===== config.mk =====
export PLATFORM = sky130hd
export DESIGN_NAME = sort_ctrl
export DESIGN_NICKNAME = d
export VERILOG_FILES = /design/src/rtl/sort_pkg.sv /design/src/rtl/mag_compare.sv /design/src/rtl/sort_ctrl.sv
export SDC_FILE = /design/constraint.sdc
export NUM_CORES = 1
export LEC_CHECK = 0
export ABC_AREA = 0
export CELL_PAD_IN_SITES_DETAIL_PLACEMENT = 1
export CELL_PAD_IN_SITES_GLOBAL_PLACEMENT = 1
export CORE_MARGIN = 2
export CORE_UTILIZATION = 51
export DETAILED_ROUTE_END_ITERATION = 10
export PLACE_DENSITY_LB_ADDON = 0.1
export SETUP_SLACK_MARGIN = 0.15
export SLEW_MARGIN = 20
export SYNTH_ARGS = -nofsm -noshare
export SYNTH_HDL_FRONTEND = slang
export SYNTH_SLANG_ARGS = --single-unit

===== constraint.sdc =====
create_clock -name clk -period 6.5 [get_ports clk]
set_clock_uncertainty 0.15 [all_clocks]
set_input_delay 1.3 -clock clk [delete_from_list [all_inputs] [get_ports clk]]
set_output_delay 1.3 -clock clk [all_outputs]
set_load 0.005 [all_outputs]

===== src/rtl/sort_pkg.sv =====
// Shared types and default sizes for the in-place bubble-sort sequencer.
package sort_pkg;

    typedef enum logic [1:0] {
        LOAD,
        SORT,
        OUT
    } state_t;

    localparam int SORT_WIDTH = 3;
    localparam int SORT_DEPTH = 4;

endpackage


===== src/rtl/mag_compare.sv =====
// Unsigned magnitude comparator built on a single borrow-extended subtraction.
module mag_compare #(
    parameter int WIDTH = 3
) (
    input  logic [WIDTH-1:0] a,
    input  logic [WIDTH-1:0] b,
    output logic             is_lt,
    output logic             is_gt,
    output logic             is_eq
);

    logic [WIDTH:0] diff;

    // The extra top bit catches the borrow, so 0 vs max still orders correctly.
    assign diff  = {1'b0, a} - {1'b0, b};
    assign is_lt = diff[WIDTH];
    assign is_eq = (diff[WIDTH-1:0] == '0);
    assign is_gt = ~is_lt & ~is_eq;

endmodule


===== src/rtl/sort_ctrl.sv =====
// Loads DEPTH words, bubble-sorts them in place through one shared comparator, streams them out.
// Define SORT_DESC_EN to swap on is_lt instead of is_gt, giving descending output.
module sort_ctrl
    import sort_pkg::*;
#(
    parameter int WIDTH = SORT_WIDTH,
    parameter int DEPTH = SORT_DEPTH
) (
    input  logic             clk,
    input  logic             rst_n,
    input  logic             in_valid,
    input  logic [WIDTH-1:0] in_data,
    output logic             in_ready,
    output logic             out_valid,
    output logic [WIDTH-1:0] out_data,
    input  logic             out_ready,
    output logic             busy
);

    localparam int IW = $clog2(DEPTH);
    localparam logic [IW-1:0] LAST = IW'(DEPTH - 1);
    localparam logic [IW-1:0] PEND = IW'(DEPTH - 2);
    localparam logic [IW-1:0] ONE  = IW'(1);

    state_t           state;
    logic [WIDTH-1:0] mem [DEPTH];
    logic [IW-1:0]    wr;
    logic [IW-1:0]    rd;
    logic [IW-1:0]    j;
    logic [IW-1:0]    pass;
    logic             swapped;

    logic [IW-1:0]    j_nxt;
    logic             is_lt;
    logic             is_gt;
    logic             is_eq;
    logic             do_swap;
    logic             pass_swapped;
    logic [WIDTH-1:0] head_next;
    logic             cmp_unused;

    assign j_nxt = j + ONE;

    mag_compare #(
        .WIDTH (WIDTH)
    ) u_cmp (
        .a     (mem[j]),
        .b     (mem[j_nxt]),
        .is_lt (is_lt),
        .is_gt (is_gt),
        .is_eq (is_eq)
    );

`ifdef SORT_DESC_EN
    assign do_swap = (state == SORT) && is_lt;
`else
    assign do_swap = (state == SORT) && is_gt;
`endif

    assign cmp_unused   = &{is_lt, is_gt, is_eq};
    assign pass_swapped = swapped | do_swap;
    // Word 0 as it will look after this cycle's swap, so out_data is ready on entry to OUT.
    assign head_next    = (do_swap && (j == '0)) ? mem[1] : mem[0];

    always_ff @(posedge clk or negedge rst_n) begin
        if (!rst_n) begin
            state     <= LOAD;
            wr        <= '0;
            rd        <= '0;
            j         <= '0;
            pass      <= '0;
            swapped   <= 1'b0;
            in_ready  <= 1'b1;
            out_valid <= 1'b0;
            busy      <= 1'b0;
            out_data  <= '0;
            for (int i = 0; i < DEPTH; i++) begin
                mem[i] <= '0;
            end
        end else begin
            case (state)
                LOAD: begin
                    if (in_valid) begin
                        mem[wr] <= in_data;
                        if (wr == LAST) begin
                            wr       <= '0;
                            j        <= '0;
                            pass     <= '0;
                            swapped  <= 1'b0;
                            in_ready <= 1'b0;
                            busy     <= 1'b1;
                            state    <= SORT;
                        end else begin
                            wr <= wr + ONE;
                        end
                    end
                end

                SORT: begin
                    if (do_swap) begin
                        mem[j]     <= mem[j_nxt];
                        mem[j_nxt] <= mem[j];
                    end
                    if (j == PEND) begin
                        // A clean pass, or the last pass, means the buffer is ordered.
                        if (!pass_swapped || (pass == PEND)) begin
                            j         <= '0;
                            rd        <= '0;
                            busy      <= 1'b0;
                            out_valid <= 1'b1;
                            out_data  <= head_next;
                            state     <= OUT;
                        end else begin
                            pass    <= pass + ONE;
                            j       <= '0;
                            swapped <= 1'b0;
                        end
                    end else begin
                        j       <= j_nxt;
                        swapped <= pass_swapped;
                    end
                end

                OUT: begin
                    if (out_ready) begin
                        if (rd == LAST) begin
                            rd        <= '0;
                            out_valid <= 1'b0;
                            in_ready  <= 1'b1;
                            state     <= LOAD;
                        end else begin
                            rd       <= rd + ONE;
                            out_data <= mem[rd + ONE];
                        end
                    end
                end

                default: begin
                    state <= LOAD;
                end
            endcase
        end
    end

endmodule


==> results of run 1 <==
layout make-up:
type | instances | area, sq um
clock buffer | 7 | 96.3
clock inverter | 1 | 5.00
fill | 459 | 1650
inverter | 16 | 60.1
multi-input combinational | 153 | 1270
sequential | 29 | 727
tap | 50 | 62.6
timing repair buffer | 13 | 128
cell families (layout without fill, tap and decap cells):
group	after synthesis	count (layout)	share of synthesized area, %
xor+xnor	1	1	0.415
fa+ha+maj	16	16	9.84
compound gates	41	41	14.8
mux	22	22	16.9
flops	29	29	34.4
buf+inv	25	37	5.16
simple gates	73	73	18.5
worst reg2reg max path, delay by kind of cell, from the launching register on:
family	cells	cell delay [ns]
AND/OR/NAND/NOR	1	0.15
multiplexers	2	1.00
AO/OA/AOI/OAI	2	0.53
adder cells (fa/ha/maj)	3	1.06
buffers and inverters	3	0.34
flip-flops	1	0.61
sequential cells by signal, summed over array words and instances, names as in the netlist:
name       cells
out_data       3
wr             2
pass           2
swapped        1
state          2
mem           12
busy           1
j              2
in_ready       1
rd             2
out_valid      1
stage by stage:
step	total power (uW)	worst slack, ns
global placement	1140	2.75
CTS	1380	2.51
detailed placement	1200	2.54
finish	1380	2.52
global route	1480	2.26
floorplan	967	3.09
routing by layer:
layer / vias up / track usage [%]
met1: 926 / 40.9
met3: 10 / 7.24
met4: 0 / 10.8
met5: - / 0
met2: 59 / 47.7
li1: 786 / -
layout by cell type (no fill, tap or decap), types with 7 or more instances in the layout:
cell	n
nand3_1	8
mux4_2	7
clkdlybuf4s50_1	12
nand2_1	22
mux2_2	9
clkbuf_8	7
nor2_1	13
ha_1	15
inv_1	16
a21oi_1	8
dfrtp_1	28
power by group:
| group | leakage (uW) | total [uW] | switching (uW) | internal, uW |
|---|---|---|---|---|
| Combinational | 0.000596 | 861 | 496 | 365 |
| Clock | 0.0000542 | 166 | 70.3 | 95.5 |
| Sequential | 0.000357 | 353 | 98.6 | 255 |
final timing paths:
kind | from | to | slack, ns | cells past startpoint
min in group asynchronous | rst_n | mem[10]$_DFFE_PN0P_ | 1.26 | 2
worst max register to register | j[0]$_DFFE_PN0P_ | mem[11]$_DFFE_PN0P_ | 2.52 | 11
worst min register to register | busy$_DFFE_PN0P_ | busy$_DFFE_PN0P_ | 0.36 | 2
worst max-delay path | j[0]$_DFFE_PN0P_ | mem[11]$_DFFE_PN0P_ | 2.52 | 11
worst min-delay path | busy$_DFFE_PN0P_ | busy$_DFFE_PN0P_ | 0.36 | 2
max in group asynchronous | rst_n | in_ready$_DFFE_PN1P_ | 4.63 | 2
==> summary.txt, run 1 <==
Power
  • Worst VDD drop: 256 uV
  • P per Cell Area: 586 mW/mm^2
  • Leak Pwr: 0.00101 uW

Yosys
  • Synth Area per Inst: 10.2 sq um
  • Post-synth EDFFs: 0
  • FF+latch count, synth: 29
  • Ys Warns: 0
  • Syn Inst Count: 207
  • Seq/Total Area, Yosys: 34.4%
  • Share of the synthesized area in the top cell type: 33.2%
  • Most area-hungry cell type in the Yosys netlist: dfrtp_1
  • Count of cell types in the netlist: 50
  • Ys async rst share: 100%
  • Syn Nets: 230
  • Synth top cells by count: 28 x dfrtp_1, 22 x nand2_1, 16 x inv_1, 15 x ha_1, 13 x nor2_1
  • Most common cell in the netlist: dfrtp_1
  • Synth area leaders: dfrtp_1 33%, ha_1 8.9%, mux4_2 7.5%
  • Synthesized cell area: 0.00211 sq mm
  • Main synth FF type: dfrtp_1

Clock network
  • CTS Buf Count: 5
  • Clk buf depth: 2
  • Worst-skew pair later-pin latency: 0.29 ns
  • TritonCTS sink count: 29
  • Clock Pin Slew Worst Setup and Hold Paths: 0.07 ns
  • Cts-stage hold buffer count: 0
  • Htree depth: 2
  • CTS root buf: clkbuf_8
  • PostCTS Resize Cnt: 0
  • Setup Buffers After CTS: 0
  • CTS tree: built

STA
  • Unrepaired setup endpoints after global routing: false
  • Final min period: 3.98 ns
  • Pins Over Slew Limit: 0
  • Max Clk Rate: 0.251 GHz
  • Post-route setup TNS: 0 ns
  • Final setup viols: 0
  • Worst-margin pin slew: 0.815 ns
  • Tcrit/Tclk final: 61.2%
  • Final hold violation count: 0
  • Worst hold-check slack: 0.363 ns
  • Slew margin rel.: 45.7%

Worst setup path
  • Maximum fanout count along the critical path: 11
  • CP arrival: 3.99 ns
  • Top cell by count, worst path: inv_1
  • Slowest-stage cell, CP: mux4_1
  • Worst path bufs/invs: 3
  • Crit path kind: flip-flop to flip-flop
  • Top delay family on crit path: adder cells
  • CP Data Required Time: 6.51 ns
  • Cell Chain, Critical Path: inv_1 > ha_1 > mux4_1 > ha_1 > inv_1 > fa_1 > inv_1 > a31oi_4 > a21oi_2 > nor3_2 > mux2_4
  • Crit start category: flip-flop
  • Slowest Stage Delay on Critical Path: 0.67 ns
  • CP Capture Type: flip-flop

Floorplan
  • Num ports: 13
  • Die H: 68.3 microns
  • Core ar.: 0.00400 sq mm
  • Die Wd: 68.3 microns
  • Die area: 0.00467 sq mm
  • Initial core utilization: 52.8%
  • Row count: 23

Global routing
  • First-pass GRT wire length: 9890 microns
  • Largest net degree at the start of global routing: 30
  • Initial antenna violation count: 0
  • Vias in the first global route: 1801
  • GRT Total Usage: 30.4%
  • Gr ovfl total: 0

Placed design
  • Placer congestion estimate: 0.934
  • # port buffers: 12
  • Detailed placer's ending HPWL: 4610 microns
  • Placement Cell Area: 0.00225 sq mm
  • DP Cell Count: 261

Route
  • Drt first pass iters: 5
  • DRC: 0
  • Vias per cell: 6.62
  • Metal3 WL: 352 microns
  • DRT met1 WL: 2680 microns
  • Antenna Nets Post-Route: 0
  • Routed vias: 1781
  • Highest routed layer: met4
  • 1st-iter DRT viols: 154
  • Wire length on met2: 3040 microns
  • Routed len/inst: 22.9 microns
  • Total wire length: 6170 microns

Layout
  • Post-route insts no fill: 269
  • Synthesis-to-finish area growth: 11.5%
  • Share of cells above drive strength 1: 16.9%
  • Final core utilization: 58.8%
  • Final #Nets: 241
  • Antenna Cells: 0
  • Post-route design area: 0.00235 sq mm

Run
  • Max-Cap Viols: 0

Outcome
  • Status: finished clean

Min path
  • Worst Hold Class: flip-flop to flip-flop
Note: power is estimated with default switching activity, not from simulation.
==> run 2, diff against run 1 <==
--- a/config.mk
+++ b/config.mk
@@ -9,7 +9,7 @@
 export CELL_PAD_IN_SITES_DETAIL_PLACEMENT = 1
 export CELL_PAD_IN_SITES_GLOBAL_PLACEMENT = 1
 export CORE_MARGIN = 2
-export CORE_UTILIZATION = 51
+export CORE_UTILIZATION = 47
 export DETAILED_ROUTE_END_ITERATION = 10
 export PLACE_DENSITY_LB_ADDON = 0.1
 export SETUP_SLACK_MARGIN = 0.15
==> constraint.sdc (replaced) <==
create_clock -name clk -period 4.1 [get_ports clk]
set_clock_uncertainty 0.15 [all_clocks]
set_input_delay 0.82 -clock clk [delete_from_list [all_inputs] [get_ports clk]]
set_output_delay 0.82 -clock clk [all_outputs]
set_load 0.005 [all_outputs]
==> run 2 against run 1 <==
  * Die area up 8.0%
  * Total power grew 63%
  * Fmax increased by 7.6%
  * Sequential power grew 54%
  * Worst hold slack gained 0.013 ns
  * Highest routed layer unchanged
==> summary.txt, run 2 (same netlist as run 1, synthesis figures left out) <==
Outcome
  • Status: finished clean (unchanged)

Global routing
  • GRT Total Usage: 25.6% (was 30.4%)
  • Initial antenna violation count: 0 (unchanged)
  • Gr ovfl total: 0 (unchanged)
  • Vias in the first global route: 1844 (was 1801)
  • Largest net degree at the start of global routing: 30 (unchanged)
  • First-pass GRT wire length: 9800 microns (was 9890 microns)

Floorplan
  • Die area: 0.00504 sq mm (was 0.00467 sq mm)
  • Row count: 24 (was 23)
  • Num ports: 13 (unchanged)
  • Initial core utilization: 48.5% (was 52.8%)
  • Die H: 71.0 microns (was 68.3 microns)
  • Die Wd: 71.0 microns (was 68.3 microns)
  • Core ar.: 0.00435 sq mm (was 0.00400 sq mm)

Worst setup path
  • CP Data Required Time: 4.12 ns (was 6.51 ns)
  • Worst r2r src: j[1]$_DFFE_PN0P_ (was j[0]$_DFFE_PN0P_)
  • CP arrival: 3.71 ns (was 3.99 ns)
  • Reg2reg setup slack: 0.40 ns (was 2.52 ns)
  • Crit start category: flip-flop (unchanged)
  • Worst R2R End: mem[9]$_DFFE_PN0P_ (was mem[11]$_DFFE_PN0P_)
  • Worst path bufs/invs: 2 (was 3)
  • FF-to-FF path depth: 11 (unchanged)
  • Slowest Stage Delay on Critical Path: 0.68 ns (was 0.67 ns)
  • Slowest-stage cell, CP: mux4_1 (unchanged)
  • Crit path kind: flip-flop to flip-flop (unchanged)
  • Crit path from: j[1]$_DFFE_PN0P_ (was j[0]$_DFFE_PN0P_)
  • CP Capture Type: flip-flop (unchanged)
  • Maximum fanout count along the critical path: 7 (was 11)
  • Top delay family on crit path: multiplexers (was adder cells)
  • Cell Chain, Critical Path: inv_1 > ha_1 > mux4_1 > ha_1 > inv_1 > fa_1 > xnor2_1 > a31oi_4 > a21oi_4 > nor3_2 > mux2_2 (was inv_1 > ha_1 > mux4_1 > ha_1 > inv_1 > fa_1 > inv_1 > a31oi_4 > a21oi_2 > nor3_2 > mux2_4)

Clock network
  • PostCTS Resize Cnt: 0 (unchanged)
  • Worst-skew pair later-pin latency: 0.29 ns (about the same)
  • Setup Buffers After CTS: 0 (unchanged)
  • Clock Pin Slew Worst Setup and Hold Paths: 0.07 ns (about the same)
  • Htree depth: 2 (unchanged)
  • Cts-stage hold buffer count: 0 (unchanged)
  • CTS tree: built (unchanged)
  • TritonCTS sink count: 29 (unchanged)
  • CTS root buf: clkbuf_8 (unchanged)
  • Clk buf depth: 2 (unchanged)
  • CTS Buf Count: 5 (unchanged)

Layout
  • Antenna Cells: 0 (unchanged)
  • Share of cells above drive strength 1: 17.7% (was 16.9%)
  • Commonest non-fill, non-tap cell in the layout: dfrtp_1 (unchanged)
  • Most frequent cells in the layout: 28 x dfrtp_1, 22 x nand2_1, 16 x inv_1, 15 x ha_1, 13 x nor2_1 (unchanged)
  • Max FFs per register: 12 (unchanged)
  • Final #Nets: 242 (was 241)
  • Synthesis-to-finish area growth: 13.4% (was 11.5%)
  • Largest register by flop count: mem (unchanged)
  • Regs by FF count: mem: 12 flops, out_data: 3 flops (unchanged)

Power
  • Worst VDD drop: 423 uV (was 256 uV)
  • Leak Pwr: 0.00102 uW (was 0.00101 uW)
  • Clock share of power: 13.9% (was 12.0%)
  • Comb power frac: 61.9% (was 62.4%)
  • P per Cell Area: 939 mW/mm^2 (was 586 mW/mm^2)
  • P_int: 1190 uW (was 715 uW)
  • Net Sw Frac: 47.0% (was 48.2%)
  • Sequential Power Share: 24.2% (was 25.6%)
  • P_sw: 1060 uW (was 665 uW)

STA
  • Slew margin rel.: 48.3% (was 45.7%)
  • Pins Over Slew Limit: 0 (unchanged)
  • Max Clk Rate: 0.271 GHz (was 0.251 GHz)
  • Unrepaired setup endpoints after global routing: false (unchanged)
  • Final setup viols: 0 (unchanged)
  • Tcrit/Tclk final: 90.1% (was 61.2%)
  • Final hold violation count: 0 (unchanged)
  • Worst-margin pin slew: 0.775 ns (was 0.815 ns)
  • Final min period: 3.70 ns (was 3.98 ns)
  • Post-route setup TNS: 0 ns (unchanged)
  • Worst hold-check slack: 0.377 ns (was 0.363 ns)

Route
  • DRC: 0 (unchanged)
  • Antenna Nets Post-Route: 0 (unchanged)
  • Drt first pass iters: 5 (unchanged)
  • Total wire length: 5950 microns (was 6170 microns)
  • Vias per cell: 6.51 (was 6.62)
  • Routed len/inst: 21.9 microns (was 22.9 microns)
  • 1st-iter DRT viols: 183 (was 154)
  • Routed vias: 1770 (was 1781)

Run
  • Max-Cap Viols: 0 (unchanged)

Min path
  • Hold path cells: 2 (unchanged)
  • Hold endpoint: busy$_DFFE_PN0P_ (unchanged)
  • HP Start: busy$_DFFE_PN0P_ (unchanged)
  • Worst Hold Class: flip-flop to flip-flop (unchanged)

Placed design
  • # port buffers: 12 (unchanged)
  • Placer congestion estimate: 0.898 (was 0.934)
  • Detailed placer's ending HPWL: 4400 microns (was 4610 microns)
## run 2: layout make-up
type / instances / area [sq um]
fill: 492 / 1960
multi-input combinational: 153 / 1290
sequential: 29 / 727
timing repair buffer: 14 / 135
clock buffer: 7 / 86.3
tap: 52 / 65.1
inverter: 16 / 60.1
clock inverter: 1 / 30.0
## run 2: stage by stage
stage	setup WS [ns]	area (sq um)	power (uW)	instances	util, %
after detailed placement	0.351	2260	1890	264	52.0
after floorplan	0.687	2110	1530	207	-
after CTS	0.312	2380	2210	272	54.6
after global placement	0.509	2260	1820	264	52.0
after global routing	0.192	2390	2400	272	55.0
final	0.404	2390	2250	272	55.0
## run 2: routing by layer
metal	vias to the layer above	wire length [microns]	track usage, %
met2	78	2890	41.8
met1	883	2560	34.7
met3	17	375	5.41
met5	-	0	0
li1	792	-	-
met4	0	121	6.92
## run 2: power by group through the flow
stage                     registers (uW)  clock network [uW]  logic [uW]
after global placement               530                   0        1290
final                                544                 313        1390
after detailed placement             546                   0        1350
after global routing                 560                 325        1520
after CTS                            541                 316        1360
after floorplan                      495                   0        1040
## run 2: worst max path at each step
stage | endpoint | depth (start not counted)
floorplan | mem[11]$_DFFE_PN0P_ | 12
global placement | rd[1]$_DFFE_PN0P_ | 11
detailed placement | rd[1]$_DFFE_PN0P_ | 11
CTS | rd[1]$_DFFE_PN0P_ | 11
global route | mem[6]$_DFFE_PN0P_ | 11
finish | mem[9]$_DFFE_PN0P_ | 11
## run 2: worst reg2reg max path, stage by stage, from the launching register on
cell,delay [ns]
dfrtp_1,0.48
inv_1,0.15
ha_1,0.39
mux4_1,0.68
ha_1,0.24
inv_1,0.07
fa_1,0.18
xnor2_1,0.10
a31oi_4,0.27
a21oi_4,0.14
nor3_2,0.35
mux2_2,0.38
